$ cat config.mk
export PLATFORM = sky130hd
export DESIGN_NAME = mcs4_bus_tracer
export DESIGN_NICKNAME = d
export VERILOG_FILES = /design/src/rtl/mcs4_bus_tracer.sv
export SDC_FILE = /design/constraint.sdc
export NUM_CORES = 1
export LEC_CHECK = 0
export ABC_AREA = 1
export CAP_MARGIN = 25
export CORE_ASPECT_RATIO = 0.5
export CORE_MARGIN = 1.5
export CORE_UTILIZATION = 54
export CTS_BUF_LIST = sky130_fd_sc_hd__clkbuf_16
export DETAILED_ROUTE_END_ITERATION = 10
export HOLD_SLACK_MARGIN = 0.02
export PLACE_DENSITY = 0.72
export SYNTH_ARGS = -nofsm -noshare
export SYNTH_HDL_FRONTEND = slang
export SYNTH_SLANG_ARGS = --single-unit
$ cat constraint.sdc
create_clock -name sysclk -period 3 [get_ports sysclk]
set_input_delay 0.75 -clock sysclk [delete_from_list [all_inputs] [get_ports sysclk]]
set_output_delay 0.75 -clock sysclk [all_outputs]
set_load 0.01 [all_outputs]
$ cat src/rtl/mcs4_bus_tracer.sv
// MCS-4 bus instruction-fetch tracer.
// Follows the 8-phase cycle and queues {cmrom, addr, opr, opa} records.
module mcs4_bus_tracer #(
  parameter int DEPTH       = 4,
  parameter bit DATA_INVERT = 1'b0
) (
  input  logic        sysclk,
  input  logic        poc_n,
  input  logic        clk2,
  input  logic        sync,
  input  logic [3:0]  data,
  input  logic        cmrom,
  output logic [20:0] trace_data,
  output logic        trace_valid,
  input  logic        trace_ready,
  output logic [7:0]  overflow_cnt,
  output logic        sync_err
);

  localparam int PW = (DEPTH > 1) ? $clog2(DEPTH) : 1;
  localparam int CW = $clog2(DEPTH + 1);

  typedef enum logic [3:0] {
    S_UNSYNC, S_A1, S_A2, S_A3,
    S_M1, S_M2, S_X1, S_X2, S_X3
  } state_t;

  state_t state_q, state_d;

  logic          c2_q, c2_qq;
  logic          fall;
  logic [3:0]    nib;
  logic          err_set;
  logic          push;
  logic          pop;
  logic          full;
  logic          do_push;
  logic          drop;
  logic [11:0]   addr_q;
  logic [3:0]    opr_q;
  logic          cm_q;
  logic [20:0]   rec;
  logic [20:0]   mem_q [DEPTH];
  logic [PW-1:0] wr_ptr_q, rd_ptr_q;
  logic [CW-1:0] count_q;
  logic [7:0]    ovf_q;
  logic          err_q;

  assign fall    = c2_qq & ~c2_q;
  assign nib     = DATA_INVERT ? ~data : data;
  assign rec     = {cm_q, addr_q, opr_q, nib};
  assign full    = (count_q == CW'(DEPTH));
  assign pop     = trace_valid & trace_ready;
  assign do_push = push & (~full | pop);
  assign drop    = push & full & ~pop;

  assign trace_valid  = (count_q != '0);
  assign trace_data   = trace_valid ? mem_q[rd_ptr_q] : '0;
  assign overflow_cnt = ovf_q;
  assign sync_err     = err_q;

  // clk2 synchroniser feeding the falling-edge detector
  always_ff @(posedge sysclk or negedge poc_n) begin
    if (!poc_n) begin
      c2_q  <= 1'b0;
      c2_qq <= 1'b0;
    end else begin
      c2_q  <= clk2;
      c2_qq <= c2_q;
    end
  end

  // phase state register
  always_ff @(posedge sysclk or negedge poc_n) begin
    if (!poc_n) state_q <= S_UNSYNC;
    else        state_q <= state_d;
  end

  // phase sequencing, sync checking and push request
  always_comb begin
    state_d = state_q;
    err_set = 1'b0;
    push    = 1'b0;
    if (fall) begin
      case (state_q)
        S_UNSYNC: if (sync) state_d = S_A1;
        S_X3: begin
          state_d = sync ? S_A1 : S_UNSYNC;
          err_set = ~sync;
        end
        default: begin
          if (sync) begin
            state_d = S_A1;
            err_set = 1'b1;
          end else begin
            case (state_q)
              S_A1:    state_d = S_A2;
              S_A2:    state_d = S_A3;
              S_A3:    state_d = S_M1;
              S_M1:    state_d = S_M2;
              S_M2:    state_d = S_X1;
              S_X1:    state_d = S_X2;
              S_X2:    state_d = S_X3;
              default: state_d = S_UNSYNC;
            endcase
            push = (state_q == S_M2);
          end
        end
      endcase
    end
  end

  // partial record capture; a restart simply overwrites it
  always_ff @(posedge sysclk or negedge poc_n) begin
    if (!poc_n) begin
      addr_q <= '0;
      opr_q  <= '0;
      cm_q   <= 1'b0;
    end else if (fall) begin
      case (state_q)
        S_A1: addr_q[3:0]  <= nib;
        S_A2: addr_q[7:4]  <= nib;
        S_A3: begin
          addr_q[11:8] <= nib;
          cm_q         <= cmrom;
        end
        S_M1: opr_q <= nib;
        default: ;
      endcase
    end
  end

  // FIFO storage, written only on accepted pushes
  always_ff @(posedge sysclk) begin
    if (do_push) mem_q[wr_ptr_q] <= rec;
  end

  // FIFO pointers, occupancy, drop counter and sticky error
  always_ff @(posedge sysclk or negedge poc_n) begin
    if (!poc_n) begin
      wr_ptr_q <= '0;
      rd_ptr_q <= '0;
      count_q  <= '0;
      ovf_q    <= '0;
      err_q    <= 1'b0;
    end else begin
      if (do_push) wr_ptr_q <= wr_ptr_q + PW'(1);
      if (pop)     rd_ptr_q <= rd_ptr_q + PW'(1);
      if (do_push && !pop)      count_q <= count_q + CW'(1);
      else if (!do_push && pop) count_q <= count_q - CW'(1);
      if (drop && ovf_q != 8'hFF) ovf_q <= ovf_q + 8'd1;
      if (err_set) err_q <= 1'b1;
    end
  end

endmodule

Word-level counts from Yosys, hierarchy flattened
Memory sizes are Yosys's and may differ from the RTL's.
Cells that the tools add are included.

word-level totals
  memories = 1
  output and inout bits = 31
  bits in registers = 39
  bits in writable memories = 84
  bits of input ports = 10

memory list
  name   depth  width  read ports  clocked after Yosys merged registers in  wr ports  RTL line  RTL
  mem_q  4      21     1           0                                        1         43        logic [20:0] mem_q [DEPTH];

cells by class
  mux-type cells = 16
  bitwise logic cells = 10
  equal/unequal tests = 11
  add/subtract/negate cells = 5
  reductions and logical operators = 14

operators by type and width
  operator                                           count
  case mux 4 bit (7 select lines)                    1
  2-to-1 mux 21 bit                                  1
  == test 4 x 3 -> 1 bit (second input constant)     4
  AND reduction 2 bit                                5
  adder 8 x 1 -> 8 bit (second input constant)       1
  == test 4 x 2 -> 1 bit (second input constant)     2
  2-to-1 mux 1 bit                                   8
  2-to-1 mux 4 bit                                   2
  != test 8 bit (second input constant)              1
  case mux 4 bit (2 select lines)                    1
  2-to-1 mux 3 bit                                   2
  AND 1 bit                                          5
  adder 2 x 1 -> 2 bit (second input constant)       2
  == test 4 x 1 -> 1 bit (second input constant)     1
  == test 4 bit (second input constant)              1
  zero test 4 bit                                    1
  inverter 1 bit                                     4
  adder 3 x 1 -> 3 bit (second input constant)       1
  == test 3 bit (second input constant)              1
  logical AND 1 bit                                  3
  nonzero test 3 bit                                 1
  subtractor 3 x 1 -> 3 bit (second input constant)  1
  zero test 1 bit                                    2
  != test 2 bit (second input constant)              1
  other kinds (4)                                    4

Logic depth before layout (Yosys ltp)
Gate-level depths: netlist of run 1.

  depth in word-level cells = 9
  mapped depth = 12

Least setup slack after synthesis of run 1
OpenSTA, ideal clock, no wires.

  kind = input to register
  start point = in sync
  end point = mem mem_q[0][0] (enable)
  data required time = 2.601 ns
  path buffers = 0
  setup time = 0.399 ns
  slack = 0.418 ns
  arrival = 2.183 ns
  stages on the path = 5
  cells stage by stage = inv_1 nand3_1 nor2_4 nand2_4 nor2_1

on the way
  longest elaborated chain between the ends = 6

RTL lines
  what                                    RTL line  RTL
  from (decl)                             10        input logic sync,
  2-to-1 mux 1 bit                        92        if (sync) begin
  2-to-1 mux 1 bit                        85        case (state_q)
  2-to-1 mux 1 bit                        84        if (fall) begin
  AND 1 bit                               54        assign do_push = push & (~full | pop);
  2-to-1 mux 1 bit                        135       if (do_push) mem_q[wr_ptr_q] <= rec;
  2-to-1 mux 1 bit (implied by the code)  135
  to (decl)                               43

No other way between the ends.

Worst setup path after layout of run 1
  start point = reg rd_ptr_q[1]
  end point = out trace_data[8]

on the way
  longest elaborated chain between the ends = 2

RTL lines
  what                      RTL line  RTL
  from (decl)               44        logic [PW-1:0] wr_ptr_q, rd_ptr_q;
  from (signal assigned)    148       if (pop) rd_ptr_q <= rd_ptr_q + PW'(1);
  memory read (4 x 21 bit)  -
  2-to-1 mux 21 bit         58        assign trace_data = trace_valid ? mem_q[rd_ptr_q] : '0;
  to (decl)                 13        output logic [20:0] trace_data,

No other way between the ends.

==> results by stage, run 1 <==
Worst setup path:
- On the critical path, the stage with the largest delay is an instance of sky130_fd_sc_hd__clkdlybuf4s50_1.
- The critical path launch point type is a register.
- Setup slack on the worst reg-to-reg path comes out at 830 ps.
- The kind of end point of the critical path is an output pin.
- The launch instance of the worst register-to-register path is state_q[1].
- The worst path arrival time is 2150 ps.
- The largest incremental delay on the critical path is 570 ps.
- The critical path goes through clkinvlp_4 > buf_4 > nor2_1 > o21ai_0 > a21oi_1 > clkdlybuf4s50_1.
- The most critical setup path has its startpoint at rd_ptr_q[1].
- For the worst setup path, the data required time is 2250 ps.
- The worst setup path is of the register to output pin kind.
- In this run the worst path has a maximum fanout of 4.

Yosys:
- The fraction of synthesis flops using an asynchronous set or reset pin is 31.7%.
- Summing the sequential cell areas from Yosys gives 68.1% of the chip area.
- The number of enable flip-flop cells after synthesis is 84.
- The cell count after synthesis is 474.
- The share of the synthesized area in the top cell type is 49.1%.
- The count of warnings emitted by yosys is 0.
- sky130_fd_sc_hd__edfxtp_1 takes more of the synthesized area than any other cell.
- The number of distinct library cells after synthesis is 30.
- By instance count, the leading cell after synthesis is sky130_fd_sc_hd__nor2_1.
- The netlist area before placement is 5140 um^2.
- The number of nets in the synthesized netlist is 491.
- The synthesized flop and latch total is 123.
- The prevailing post-synth register cell is sky130_fd_sc_hd__edfxtp_1.
- The per-instance average area after synthesis is 10.8 um^2.
- By area the synthesized netlist is led by sky130_fd_sc_hd__edfxtp_1, sky130_fd_sc_hd__dfrtp_1, sky130_fd_sc_hd__nor2_1.
- The commonest cells after synthesis are sky130_fd_sc_hd__nor2_1, sky130_fd_sc_hd__edfxtp_1, sky130_fd_sc_hd__nand2_1, sky130_fd_sc_hd__o21ai_0, sky130_fd_sc_hd__dfrtp_1.

GRT:
- The number of antenna violations at the first check in global routing came to 0.
- Entering global routing, the biggest net connects 43 pins.
- Summed over all layers, the global routing overflow is 0.
- The number of global-route vias before repair came to 3438.
- The global-route usage over all layers is 22.8%.
- The first global-routing pass estimated 17100 um of wire.

Drt:
- Summed over all layers, the routed wires come to 10900 um.
- Dividing the detail-routed via count by the number of cells gives 5.41.
- The number of design-rule violations left by the first detailed-router iteration is 300.
- The mean routed wirelength per cell is 16.4 um.
- The DRC violation count after routing is 0.
- The count of vias placed by the detailed router is 3601.
- In this run the remaining antenna-violating nets after routing total 0.
- The first detailed-routing pass ran for 4 iterations.

Clocking:
- TritonCTS built the clock tree.
- No sink is reached through more buffers than the 2 on the longest clock path.
- For this design, the sink count on the clock tree is 123.
- Counting the buffers created by CTS gives 17.
- The later-pin clock latency in the skew report is 410 ps.
- The number of H-tree levels is 4.
- The root buffer selected by CTS is sky130_fd_sc_hd__clkbuf_16.
- Clock-pin slew was measured on the worst setup and hold paths at 60 ps.

Power and ir drop:
- In this run the power density over the cells is 976 nW/um^2.
- The worst-case IR drop observed on VDD is 501 uV.
- Summed over all cells, the static leakage comes to 2.47 nW.

Floorplan:
- The vertical extent of the die is 72.0 um.
- The floorplan has 24 rows.
- The count of boundary I/O pins is 41.
- The die outline area is 10100 um^2.
- The effective utilization at floorplan is 57.2%.
- The core footprint is 8980 um^2.
- The die is 141 um wide.

STA:
- The transition at the pin with the smallest max-transition slack is 915 ps.
- The number of slew-limit violations in the final report is 0.
- The tightest hold path in the finished design has a slack of 430 ps.
- The worst path in the final design needs a cycle of 2900 ps, including I/O delays and setup.
- The number of endpoints failing setup at the final stage is 0.
- The final critical path takes up 96.5% of the cycle.
- For this run, the top clock speed supported by timing is 345 MHz.
- The setup total negative slack is 0 ps.
- The final count of hold timing violations is 0.
- On the final layout, the worst clock skew is 6.55 ps.
- The headroom to the max-slew limit is 39.0%.

Final layout:
- From synthesis to final layout, the design area changed by 24.5%.
- The number of antenna diodes in the final layout is 0.
- The layout net count is 553.
- After the flow finishes, the layout carries non-filler instances totaling 666.
- The ratio of cells with drive above 1 in the final layout is 12.9%.

Status:
- The run finished with clean final reports.

Placement:
- The congestion estimate from routability-driven global placement came to 0.827.
- The count of placed standard cells including taps is 627.
- The number of port buffers is 40.
- After legalization and detailed placement, the total HPWL measured 6180 um.

Hold path:
- The hold path startpoint is c2_q.
- The type of the worst min-delay path is register to register.

Job:
- The tool flagged a number of max-cap violations equal to 0.
registers in the layout, indices dropped and copies added (netlist names), 2 cells and up:
name          count
count_q           3
mem_q            84
rd_ptr_q          2
opr_q             4
overflow_cnt      8
wr_ptr_q          2
state_q           4
addr_q           12
cells in the final DEF (no fill, tap or decap), types with 3 or more instances in the layout:
cell	n
sky130_fd_sc_hd__inv_2	5
sky130_fd_sc_hd__nand2_2	3
sky130_fd_sc_hd__ha_1	6
sky130_fd_sc_hd__nand4_1	11
sky130_fd_sc_hd__inv_6	3
sky130_fd_sc_hd__o21ai_0	43
sky130_fd_sc_hd__clkbuf_16	18
sky130_fd_sc_hd__buf_6	3
sky130_fd_sc_hd__o21ai_1	20
sky130_fd_sc_hd__dfrtp_1	37
sky130_fd_sc_hd__nor3_1	3
sky130_fd_sc_hd__nor2_2	4
sky130_fd_sc_hd__clkinv_1	3
sky130_fd_sc_hd__xor2_1	5
sky130_fd_sc_hd__buf_4	12
sky130_fd_sc_hd__nand2_1	57
sky130_fd_sc_hd__clkdlybuf4s50_1	37
sky130_fd_sc_hd__nand3_1	10
sky130_fd_sc_hd__clkinvlp_4	6
sky130_fd_sc_hd__inv_1	25
sky130_fd_sc_hd__nor2_1	103
sky130_fd_sc_hd__edfxtp_1	84
sky130_fd_sc_hd__clkinv_2	3
sky130_fd_sc_hd__a21oi_1	25
metrics by stage:
stage          worst slack (ps)  power [W]  instance area [um^2]  utilization, %
6_report                    105    0.00624                  6400            71.3
5_1_grt                   -11.2    0.00658                  6400            71.3
4_1_cts                    16.7    0.00615                  6320            70.4
3_5_place_dp                181    0.00413                  5720            63.7
3_3_place_gp                220    0.00409                  5720            63.7
2_1_floorplan               418    0.00333                  5140               -
per-layer routing:
metal,share of wire [%],GRT usage (%),wire length (um)
met2,46,36.6,5020
met4,1.0,8.22,114
met5,0,0,0
met3,6.5,6.40,711
met1,47,30.7,5080
worst max-delay path: cells and delay by family, from the launching register on:
family	cells	cell delay (ps)
buffers and inverters	3	930
flip-flops	1	460
AND/OR/NAND/NOR	1	90
AO/OA/AOI/OAI	2	260
path summary, 6_finish.rpt:
path | to | cells past startpoint
setup / recovery | trace_data[8] | 6
hold / removal | c2_qq | 0
setup reg to reg | count_q[2] | 11
hold reg to reg | c2_qq | 0
max in group asynchronous | rd_ptr_q[0] | 1
min in group asynchronous | overflow_cnt[2] | 1
what timing repair did:
action                                  in CTS  in global routing
gates cloned                                 0                  2
endpoints found under the setup margin      11                 21
endpoints found under the hold margin        0                  0
pin swaps                                    0                  1
resized for setup                            1                 11
hold buffers                                 0                  0
setup buffers                                3                  2
logic make-up (layout without fill, tap and decap cells):
| family | Yosys count | in the layout | share of synthesized area, % |
|---|---|---|---|
| and+or+nand+nor | 196 | 196 | 16.1 |
| DFF | 123 | 123 | 68.1 |
| AOI/OAI and AO/OA | 93 | 93 | 9.26 |
| buffers and inverters | 49 | 124 | 3.70 |
| adders and majority gates | 7 | 7 | 1.85 |
| xor gates and xnor gates | 6 | 6 | 1.02 |
where the power goes:
part	internal [W]	switching, W	leakage (nW)	total [W]
combinational	0.000882	0.00102	0.980	0.00191
clock	0.00122	0.000762	0.275	0.00198
sequential	0.00212	0.000232	1.22	0.00235
total	0.00422	0.00202	2.47	0.00624
area by class of cell:
type | instances | area (um^2)
Timing Repair Buffer | 57 | 569
Inverter | 34 | 138
Fill cell | 647 | 2580
Tap cell | 117 | 146
Clock buffer | 17 | 425
Multi-Input combinational cell | 302 | 1460
Sequential cell | 123 | 3500
Timing Repair inverter | 1 | 7.51
Clock inverter | 15 | 149
Power figures use the tool's default switching activity.
==> inputs of run 2 (changes only) <==
--- a/config.mk
+++ b/config.mk
@@ -8,7 +8,6 @@
 export ABC_AREA = 1
 export CAP_MARGIN = 25
 export CORE_ASPECT_RATIO = 0.5
-export CORE_MARGIN = 1.5
 export CORE_UTILIZATION = 54
 export CTS_BUF_LIST = sky130_fd_sc_hd__clkbuf_16
 export DETAILED_ROUTE_END_ITERATION = 10
==> run 2 against run 1 <==
- utilization is 0.26 points higher
- sequential power hardly changed
- power is 0.70% higher
- clock power is 4% higher
- worst setup slack better by 9.0 ps
- critical endpoint is now trace_data[1]
- first-iteration DRC count is 5.3% lower
==> results by stage, run 2 (same netlist as run 1, synthesis figures left out) <==
Status:
- The run finished with clean final reports.

Worst setup path:
- The critical path runs through a total of 5 cells.
- On the worst path, the slowest cell contributes a delay of 550 ps.
- The critical path goes through buf_4 > nor2_1 > o21ai_0 > a21oi_1 > clkdlybuf4s50_1.
- The worst path arrival time is 2140 ps.
- The sum of buffers and inverters on the critical path is 2.
- The capture point of the critical path is trace_data[1].
- The cell with the biggest individual delay on the critical path is sky130_fd_sc_hd__clkdlybuf4s50_1.
- The worst setup path is captured at an output pin.
- Grouping stages by cell kind, the critical path spends the most delay in buffers and inverters.
- STA classifies the critical path startpoint as a register.
- The launch instance of the worst register-to-register path is count_q[0].
- In this run the worst setup path begins at rd_ptr_q[1].
- Of all nets on the critical path, the largest fanout is 22.
- The slack of the worst reg-to-reg path is 750 ps.
- For the worst flop-to-flop path, the logic depth is 12.
- The startpoint-to-endpoint class of the critical path is register to output pin.
- The destination of the worst register-to-register timing path is count_q[2].
- The worst path required time is 2250 ps.

Placement:
- The weighted congestion reported at the end of routability-driven placement is 0.814.
- The count of placed standard cells including taps is 627.
- The number of port buffers is 40.
- The HPWL after detailed placement is 6220 um.
- The total placed instance area is 5710 um^2.
- The worst setup timing slack at the placement stage is 195 ps.

Clocking:
- The number of H-tree levels is 4.
- Clock latency on the worst-skew pair, taken at its later pin, is 410 ps.
- The root buffer selected by CTS is sky130_fd_sc_hd__clkbuf_16.
- The number of sinks driven by the clock tree is 123.
- The CTS tree is done.
- The number of buffers inserted during clock tree synthesis is 17.
- The maximum buffer depth of the clock tree is 2.
- The clock-pin slew on the worst setup and hold paths is 60 ps.

GRT:
- In the global route stage, overall resource usage came out at 24.6%.
- The pin count of the biggest net entering global routing is 40.
- The number of global-route vias before repair is 3476.
- The overflow left after global routing is 0.
- The number of antenna violations at the first check in global routing is 0.
- The first global-routing pass estimated 17800 um of wire.

Final layout:
- Ranked by flip-flop count, first place goes to mem_q.
- The register area is 3500 um^2.
- The register with the most flip-flops in the layout has 84 of them.
- The ratio of cells with drive above 1 in the final layout is 13.4%.
- The most common cell after layout, fill and taps aside is sky130_fd_sc_hd__nor2_1.
- The layout has 621 filler cells.
- At the end of the flow, the number of nets in the layout was 555.
- Leaving out fill and tap cells, the most frequent cells in the layout are sky130_fd_sc_hd__nor2_1, sky130_fd_sc_hd__edfxtp_1, sky130_fd_sc_hd__nand2_1.
- After routing the design area is 6420 um^2.
- The layout-stage area growth over the synthesis result is 25.0%.
- The count of placed standard cells in the final layout, fillers left out is 668.
- The total inserted antenna cells is 0.
- The area of the multi-input gates is 1460 um^2.

STA:
- The final count of hold timing violations is 0.
- Dividing the final minimum period by the clock period gives 96.2%.
- The final worst setup slack is 114 ps.
- The worst clock skew is 6.36 ps.
- The number of slew-limit violations in the final report came to 0.
- The tightest hold path in the finished design has a slack of 296 ps.
- The headroom to the max-slew limit is 52.8%.
- After layout, the minimum clock period comes to 2890 ps.
- The timing-limited maximum frequency is 346 MHz.
- Setup violations remaining at the end of the flow were counted as 0.
- At the pin with the least slew margin, the transition time is 702 ps.

Power and ir drop:
- The largest voltage drop on the vdd net is 546 uV.
- The part of the total power dissipated in the clock network is 32.6%.
- The combinational cell fraction of total power is 30.2%.
- The static leakage is 2.47 nW.
- The switching power total is 0.00201 W.
- Sequential cells burn 37.2% of the power.
- The total design power is 0.00629 W.
- Net switching is 31.9% of the power.
- Dividing total power by cell area gives a power density of 979 nW/um^2.
- The design internal power is 0.00428 W.

Floorplan:
- The x dimension of the die is 140 um.
- In this run the count of I/O pins placed on the die edge is 41.
- Row generation in the floorplan step produced 24 rows.
- The die covers 9930 um^2.
- Once the floorplan was initialized, standard cells occupied 57.2% of the core.
- After floorplanning, the core was sized to cover 8980 um^2.
- The vertical extent of the die is 71.0 um.

Drt:
- The count of vias placed by the detailed router is 3635.
- The routed design has 11100 um of wire.
- The number of nets with antenna violations after routing is 0.
- The via-per-instance ratio is 5.44.
- The first routing iteration left 284 violations.
- The first detailed-routing pass took 5 iterations.
- In the final routed layout, each cell accounts on average for 16.7 um.
- After detailed routing, the number of remaining DRC violations is 0.

Hold path:
- The type of the worst min-delay path is primary input to asynchronous set/reset pin.

Job:
- Max-cap violations in this run came to 0.
[run 2: changes by cell type in the layout (fill, tap and decap cells not counted), sizes merged]
cell / previous run / this run
bufinv: 2 / 3
clkdlybuf4s50: 37 / 38
inv: 34 / 31
buf: 17 / 19
clkinvlp: 6 / 8
clkbuf: 18 / 17
clkinv: 8 / 9
dlymetal6s2s: 2 / 1
[run 2: worst min path at each step]
stage | end | cells past startpoint | slack, ps
2_1_floorplan | c2_qq | 0 | 410
3_3_place_gp | c2_qq | 0 | 410
3_5_place_dp | c2_qq | 0 | 420
4_1_cts | c2_qq | 0 | 430
5_1_grt | overflow_cnt[2] | 2 | 300
6_report | overflow_cnt[2] | 2 | 300
[run 2: metal layers]
layer / global-route usage [%] / vias up / wire length [um]
met4: 7.45 / 0 / 113
met5: 0 / - / 0
met3: 7.72 / 14 / 655
met1: 34.1 / 1756 / 5060
li1: - / 1759 / -
met2: 37.8 / 106 / 5300
[run 2: stage by stage]
step	TNS (ps)	utilization [%]
2_1_floorplan	0	-
3_3_place_gp	0	63.6
3_5_place_dp	0	63.6
4_1_cts	-6.38	70.7
5_1_grt	-4.75	71.5
6_report	0	71.5
[run 2: area by class of cell]
type | instances | area share [%]
clock buffer | 17 | 6.63
clock inverter | 15 | 2.71
inverter | 34 | 2.18
multi-input combinational | 302 | 22.8
sequential | 123 | 54.5
tap | 117 | 2.28
timing repair buffer | 58 | 8.69
timing repair inverter | 2 | 0.234
[run 2: power groups by stage]
stage | clock network [W] | registers [W] | logic (W)
6_report | 0.00205 | 0.00234 | 0.00190
5_1_grt | 0.00215 | 0.00237 | 0.00211
4_1_cts | 0.00208 | 0.00232 | 0.00185
3_5_place_dp | 0 | 0.00234 | 0.00178
3_3_place_gp | 0 | 0.00233 | 0.00175
2_1_floorplan | 0 | 0.00229 | 0.00104
[run 2: repair_timing]
item                                   4_1_cts  5_1_grt
gates resized for setup                      3       11
setup endpoints to repair                   21       21
hold buffers                                 0        0
buffers inserted                             4        2
gates cloned                                 1        1
endpoints found under the hold margin        0        0
